### config.mk
export PLATFORM = sky130hd
export DESIGN_NAME = serial_to_parallel
export DESIGN_NICKNAME = d
export VERILOG_FILES = /design/src/rtl/serial_to_parallel.sv
export SDC_FILE = /design/constraint.sdc
export NUM_CORES = 1
export LEC_CHECK = 0
export ABC_AREA = 1
export BUFFER_PORTS_ARGS = -buffer_cell sky130_fd_sc_hd__buf_2
export CORE_MARGIN = 10
export CORE_UTILIZATION = 51
export DETAILED_ROUTE_END_ITERATION = 7
export GPL_TIMING_DRIVEN = 0
export PLACE_DENSITY = 0.79
export SETUP_SLACK_MARGIN = 0.5
export SKIP_LAST_GASP = 1
export SYNTH_ARGS = -nofsm -noshare
export SYNTH_HDL_FRONTEND = slang
export SYNTH_SLANG_ARGS = --single-unit
### constraint.sdc
create_clock -name clk_i -period 1.45 [get_ports clk_i]
set_input_delay 0.3625 -clock clk_i [delete_from_list [all_inputs] [get_ports clk_i]]
set_output_delay 0.3625 -clock clk_i [all_outputs]
set_load 0.05 [all_outputs]
### src/rtl/serial_to_parallel.sv
// serial_to_parallel
//   Packs a stream of UART receive bytes into one N-bit operand word for the RSA core.
//   The first byte received lands in the MSB byte. The finished word is offered over a
//   valid/ready handshake. Bytes that arrive while a finished word is still waiting are
//   dropped, and the sticky overrun flag is set.
//
//   Optional feature: define S2P_TIMEOUT_EN to discard a partial word after
//   TIMEOUT_CYCLES idle clocks. Without it, a partial word is held indefinitely and
//   timeout_err_o is tied to 0.
//
// Ports
//   clk_i          system clock, all logic on posedge
//   rst_i          synchronous reset, active-high
//   rx_valid_i     one-cycle strobe: rx_byte_i holds a new received byte
//   rx_byte_i      received byte
//   word_ready_i   core takes the word this cycle when word_valid_o=1
//   word_valid_o   word_o holds a complete assembled operand
//   word_o         assembled operand, first byte in word_o[N-1:N-8]
//   busy_o         1 while a partial word is being collected
//   overrun_o      sticky: a byte arrived while a full word was pending
//   timeout_err_o  one-cycle pulse: partial word discarded on idle timeout
module serial_to_parallel #(
    parameter int unsigned N              = 256,
    parameter int unsigned NBYTES_W       = 6,
    parameter int unsigned TIMEOUT_W      = 24,
    parameter int unsigned TIMEOUT_CYCLES = 12_000_000
) (
    input  logic         clk_i,
    input  logic         rst_i,
    input  logic         rx_valid_i,
    input  logic [7:0]   rx_byte_i,
    input  logic         word_ready_i,
    output logic         word_valid_o,
    output logic [N-1:0] word_o,
    output logic         busy_o,
    output logic         overrun_o,
    output logic         timeout_err_o
);

    localparam int unsigned NBytes = N / 8;
    localparam logic [NBYTES_W-1:0] LastCount = NBYTES_W'(NBytes - 1);

    typedef enum logic [1:0] {
        StIdle,
        StCollect,
        StFull
    } state_e;

    state_e              state_q;
    logic [NBYTES_W-1:0] count_q;
    logic [N-1:0]        word_q;
    logic                word_valid_q;
    logic                busy_q;
    logic                overrun_q;
    logic                timeout_err_q;

`ifdef S2P_TIMEOUT_EN
    localparam logic [TIMEOUT_W-1:0] IdleLast = TIMEOUT_W'(TIMEOUT_CYCLES - 1);
    logic [TIMEOUT_W-1:0] idle_q;
`else
    // Keeps the timeout parameters referenced when the feature is compiled out.
    logic [TIMEOUT_W-1:0] unused_timeout;
    assign unused_timeout = TIMEOUT_W'(TIMEOUT_CYCLES);
`endif

    always_ff @(posedge clk_i) begin
        if (rst_i) begin
            state_q       <= StIdle;
            count_q       <= '0;
            word_q        <= '0;
            word_valid_q  <= 1'b0;
            busy_q        <= 1'b0;
            overrun_q     <= 1'b0;
            timeout_err_q <= 1'b0;
`ifdef S2P_TIMEOUT_EN
            idle_q        <= '0;
`endif
        end else begin
            timeout_err_q <= 1'b0;
            unique case (state_q)
                StIdle: begin
`ifdef S2P_TIMEOUT_EN
                    idle_q <= '0;
`endif
                    if (rx_valid_i) begin
                        word_q  <= {word_q[N-9:0], rx_byte_i};
                        count_q <= NBYTES_W'(1);
                        busy_q  <= 1'b1;
                        state_q <= StCollect;
                    end
                end
                StCollect: begin
                    if (rx_valid_i) begin
`ifdef S2P_TIMEOUT_EN
                        idle_q <= '0;
`endif
                        word_q <= {word_q[N-9:0], rx_byte_i};
                        if (count_q == LastCount) begin
                            count_q      <= '0;
                            word_valid_q <= 1'b1;
                            busy_q       <= 1'b0;
                            state_q      <= StFull;
                        end else begin
                            count_q <= count_q + NBYTES_W'(1);
                        end
                    end
`ifdef S2P_TIMEOUT_EN
                    // The TIMEOUT_CYCLES-th consecutive idle cycle drops the partial word.
                    else if (idle_q == IdleLast) begin
                        idle_q        <= '0;
                        count_q       <= '0;
                        busy_q        <= 1'b0;
                        timeout_err_q <= 1'b1;
                        state_q       <= StIdle;
                    end else begin
                        idle_q <= idle_q + TIMEOUT_W'(1);
                    end
`endif
                end
                StFull: begin
`ifdef S2P_TIMEOUT_EN
                    idle_q <= '0;
`endif
                    if (word_ready_i) begin
                        word_valid_q <= 1'b0;
                        if (rx_valid_i) begin
                            // Handshake and new byte in the same cycle: start the next word.
                            word_q  <= {{(N-8){1'b0}}, rx_byte_i};
                            count_q <= NBYTES_W'(1);
                            busy_q  <= 1'b1;
                            state_q <= StCollect;
                        end else begin
                            state_q <= StIdle;
                        end
                    end else if (rx_valid_i) begin
                        overrun_q <= 1'b1;
                    end
                end
                default: begin
                    state_q <= StIdle;
                end
            endcase
        end
    end

    assign word_valid_o = word_valid_q;
    assign word_o       = word_q;
    assign busy_o       = busy_q;
    assign overrun_o    = overrun_q;
`ifdef S2P_TIMEOUT_EN
    assign timeout_err_o = timeout_err_q;
`else
    assign timeout_err_o = 1'b0;
`endif

endmodule

==> summary.md, run 1 <==
| Metric | Value |
|---|---|
| Chip Width | 156 um |
| Largest net degree at the start of global routing | 15 |
| Syn avg cell area | between 7 and 8 sq um |
| Hold_buf cts | 0 |
| Post-synthesis cell count | 1207 |
| Run status | did not finish |
| DP HPWL | 21200 um |
| Yosys cell types | 21 |
| Worst ep type | sequential cell input |
| FF+latch count, synth | 267 |
| Clock root cell | clkbuf_16 |
| Die height | approximately 160 um |
| Starting Density | 52.2% |
| Placement Cell Area | 11500 sq um |
| Placed Cells | 1705 |
| Clk sink count | ~270 |
| GRT repair_timing worst endpoint | word_o[38]$_SDFFE_PP0P_/D |
| TritonCTS buffer count | 27 |
| Tool error | [ERROR DPL-0038] Utilization greater than 100%, impossible to legalize |
| H-tree levels | 1 |
| Netlist Area Pre-Place | 9450 sq um |
| Total I/O pin count | 272 |
| # rows | 49 |
| Bufs on Longest Clock Path | 3 |
| Post-synthesis sequential area ratio | 56.6% |
| Net Count, Synth | 1220 |
| Last stage reached | global routing (5_1_grt) |
| Placer Congestion | 0.861 |
| Yosys warnings | 0 |
| IO Port Bufs | 269 |
| Setup WS pre-CTS | -0.146 ns |
[synthesized netlist by cell type]
cell type  instances  share of area (%)
nand2_1          520                 21
dfxtp_1          267                 57
a21oi_1          256                 14
clkbuf_1          34                1.4
nor2_1            32                1.3
buf_2             28                1.5
buf_6             21                2.5
o21ai_0           13               0.69
inv_1             12               0.48
nand3_1            6               0.32
inv_2              3               0.12
o21ai_1            3               0.16
a31oi_1            2               0.13
buf_4              2               0.16
nor3_1             2               0.11
clkbuf_2           1              0.053
conb_1             1              0.040
ha_1               1               0.13
nand2_2            1              0.066
nand4_1            1              0.066
o21ai_2            1              0.093
[cell families after synthesis]
logic type / share of synthesized area (%)
AND/OR/NAND/NOR: 22.5
AO/OA/AOI/OAI: 14.6
flip-flops: 56.6
buffers and inverters: 6.14
adder cells (fa/ha/maj): 0.132
other: 0.0397
[repair_timing]
action	in CTS
gates cloned	10
pin swaps	7
hold endpoints to repair	0
endpoints found under the setup margin	525
buffers inserted	168
gates resized for setup	807
[per-stage QoR]
step / TNS (ns) / utilization [%]
after CTS: 0 / 91.9
after floorplan: 0 / -
after detailed placement: -18.16 / 63.5
after global placement: -12.96 / 63.5
==> inputs of run 2 (changes only) <==
Settings changed: CORE_UTILIZATION 51 to 40, PLACE_DENSITY 0.79 to default, PLACE_DENSITY_LB_ADDON from default to 0.15, SETUP_SLACK_MARGIN 0.5 to default.
==> run 2 against run 1 <==
Effect of this change:
- the run now ends clean
- synthesized cell count stayed put
- synthesized area stayed put
==> summary.md, run 2 <==
| Metric | Value |
|---|---|
| Switching fraction of total power | roughly a quarter |
| Yosys warnings | 0 (unchanged) |
| GRT Overall Usage | between 10% and 20% |
| Worst-skew pair later-pin latency | approximately 0.53 ns |
| Fin worst setup slack | 0.0254 ns |
| Netlist Area Pre-Place | 9450 sq um (unchanged) |
| Post-synthesis sequential area ratio | 56.6% (unchanged) |
| Critical path's top delay family | flip-flops |
| Peak supply drop | 0.698 mV |
| Total power | 16.5 mW |
| Max FFs per register | 256 |
| Setup TNS | 0 ns |
| Sequential power share | about 44% |
| Die area | 30200 sq um |
| Drt total wl | 31200 um |
| Most frequent cells in the layout | nand2_1 (520), a21oi_1 (256), buf_8 (151) |
| FF+latch count, synth | 267 (unchanged) |
| Area occupied by registers | 5970 sq um |
| Crit Path Class | reg2out |
| Crit start category | flop |
| Fill count | 1886 |
| Worst Hold Path EP | word_o[4]$_SDFFE_PP0P_ |
| IO Port Bufs | 269 (unchanged) |
| WL per Instance | 16.8 um |
| Synth top area cells | dfxtp_1 (57%), nand2_1 (21%), a21oi_1 (14%) |
| Worst reg2reg path startpoint | state_q[1]$_SDFFE_PP0P_ |
| TritonCTS clock tree | built |
| Placed Cells | 1795 (+5.3%) |
| Number of flops mapped to enable cells by yosys | 0 (unchanged) |
| CP peak stage delay | around 0.37 ns |
| # rows | 56 (+14%) |
| Die height | 174 um (+11%) |
| Max FO, Critical Path | 3 |
| Post-synthesis cell count | 1207 (unchanged) |
| Max Slew Vio Count | 0 |
| Fin cells | 1861 |
| Inserted Diodes | 0 |
| Run status | complete, no violations |
| Worst hold path type | in2reg |
| Commonest non-fill, non-tap cell in the layout | nand2_1 |
| Primary FF master, synth | dfxtp_1 |
| Syn avg cell area | 7.83 sq um (unchanged) |
| TritonCTS buffer count | 28 (+3.7%) |
| Most common cell in the netlist | nand2_1 |
| Area of the multi-input gates | 3550 sq um |
| Length in cells of the worst reg-to-reg path | 7 |
| Tmin final | approximately 1.4 ns |
| Leak | 5.69 nW |
| Crit path max-delay cell type | dfxtp_2 |
| Clock power share | ~46% |
| Initial DRC count | between 600 and 700 |
| DP HPWL | 20900 um (-1.5%) |
| Synth async-reset ratio | 0% (unchanged) |
| GRT Residual Overflow | 0 |
| Synth top area share | 56.6% (unchanged) |
| Number of cells on the worst hold path | 3 |
| Chip Width | 174 um (+11%) |
| R2R Setup Slk | approximately 0.05 ns |
| Setup Viol. Count Final | 0 |
| DRC Markers | 0 |
| Drt first pass iters | 5 |
| Worst hold start | rx_byte_i[4] |
| Max Clk Rate | 702 MHz |
| Logic pwr share | 9.8% |
| H-tree levels | 1 (unchanged) |
| Via count | around 9100 |
| Max capacitance violation total | 0 |
| CP required | 1.09 ns |
| Setup WS pre-CTS | -0.215 ns (-0.0688 ns) |
| Period utilization | 98.2% |
| Power Density | 1080 nW/um^2 |
| Vias per inst | 4.90 |
| Crit Reg-Reg Endpoint | word_o[76]$_SDFFE_PP0P_ |
| Pint | 12.3 mW |
| Top cells by count, synth | nand2_1 (520), dfxtp_1 (267), a21oi_1 (256), clkbuf_1 (34), nor2_1 (32) |
| Clk sink count | 267 (unchanged) |
| Starting Density | 40.5% (-12 points) |
| Crit path buf inv count | 1 |
| Largest net degree at the start of global routing | 15 |
| Chain of cells forming the critical path | buf_8 |
| Area growth syn-to-layout | 61.2% |
| Crit end category | output pin |
| Initial antenna violation count | 0 |
| Clock-pin slew on the worst setup and hold paths | 0.06 ns |
| Headroom to the max-slew limit | 62.0% |
| Sw Pwr | 4.12 mW |
| Net Count, Synth | 1220 (unchanged) |
| Unrepaired setup endpoints after global routing | true |
| Least-Margin Pin Slew | 0.570 ns |
| Total I/O pin count | 272 (unchanged) |
| Max Clock Skew | 0.00961 ns |
| Worst EP arrival | 1.06 ns |
| Placer Congestion | 0.802 (-6.9%) |
| First-pass GRT wire length | 48800 um |
| Final Hold Viols | 0 |
| Vias in the first global route | 8940 |
| DRT antenna net count | 0 |
| Bufs on Longest Clock Path | 3 (unchanged) |
| Nets | 1534 |
| Yosys cell types | 21 (unchanged) |
| Largest area contributor in the netlist | dfxtp_1 |
| Layout cells sized above 1 | 42.9% |
| Clock root cell | clkbuf_16 |
| Core Region | 23300 sq um |
-- run 2: cells by family (layout without fill, tap and decap cells) --
family	Yosys count	after routing	synth area share [%]
other	1	1	0.0397
AO/OA/AOI/OAI	275	275	14.6
buffers and inverters	101	436	6.14
adder cells (fa/ha/maj)	1	1	0.132
AND/OR/NAND/NOR	562	562	22.5
flip-flops	267	267	56.6
-- run 2: power groups by stage --
| stage | sequential, mW | combinational, mW | clock (mW) |
|---|---|---|---|
| floorplan | 7.80 | 0.864 | 0 |
| global placement | 7.62 | 1.42 | 0 |
| detailed placement | 7.63 | 1.41 | 0 |
| finish | 7.28 | 1.61 | 7.57 |
| CTS | 7.41 | 1.53 | 7.71 |
| global route | 7.29 | 1.75 | 8.01 |
-- run 2: how the worst max path moves through the flow --
stage / from / end / slack, ns / cells after the start
floorplan: count_q[0]$_SDFFE_PP0P_ / state_q[0]$_SDFFE_PP0P_ / 0.11 / 6
global placement: rx_valid_i / word_o[94]$_SDFFE_PP0P_ / -0.18 / 7
detailed placement: rst_i / word_o[2]$_SDFFE_PP0P_ / -0.22 / 5
CTS: word_o[155]$_SDFFE_PP0P_ / word_o[155] / -0.02 / 1
global route: state_q[1]$_SDFFE_PP0P_ / word_o[76]$_SDFFE_PP0P_ / -0.06 / 7
finish: word_o[54]$_SDFFE_PP0P_ / word_o[54] / 0.03 / 1
-- run 2: metal layers --
metal / routed length [um] / track usage [%] / part of all wire (%)
met1: 13000 / 23.2 / 42
met2: 15400 / 32.2 / 49
met3: 2110 / 5.90 / 6.8
met4: 686 / 5.02 / 2.2
met5: 0 / 0 / 0
-- run 2: timing repair --
| action | in CTS | in global routing |
|---|---|---|
| gates resized for setup | 875 | 234 |
| pin swaps | 1 | 1 |
| endpoints found under the setup margin | 471 | 382 |
| hold buffers | 0 | 0 |
| buffers inserted | 4 | 11 |
-- run 2: cell type report --
cell class / count / share of cell area [%]
plain buffers: 86 / 4.09
clock buffers: 38 / 5.51
clock inverters: 13 / 1.00
inverters: 15 / 0.386
multi-input cells: 839 / 23.3
flip-flops and latches: 267 / 39.2
well taps: 319 / 2.62
repair buffers: 284 / 23.9
-- run 2: metrics by stage --
| stage | hold WS, ns | instance area (sq um) | utilization (%) |
|---|---|---|---|
| detailed placement | 0.455 | 11200 | 48.0 |
| finish | 0.0830 | 15200 | 65.3 |
| global placement | 0.447 | 11200 | 48.0 |
| CTS | 0.0556 | 14500 | 62.1 |
| global route | 0.0866 | 15200 | 65.3 |
| floorplan | 0.457 | 9450 | - |
Note: power is estimated with default switching activity, not from simulation.
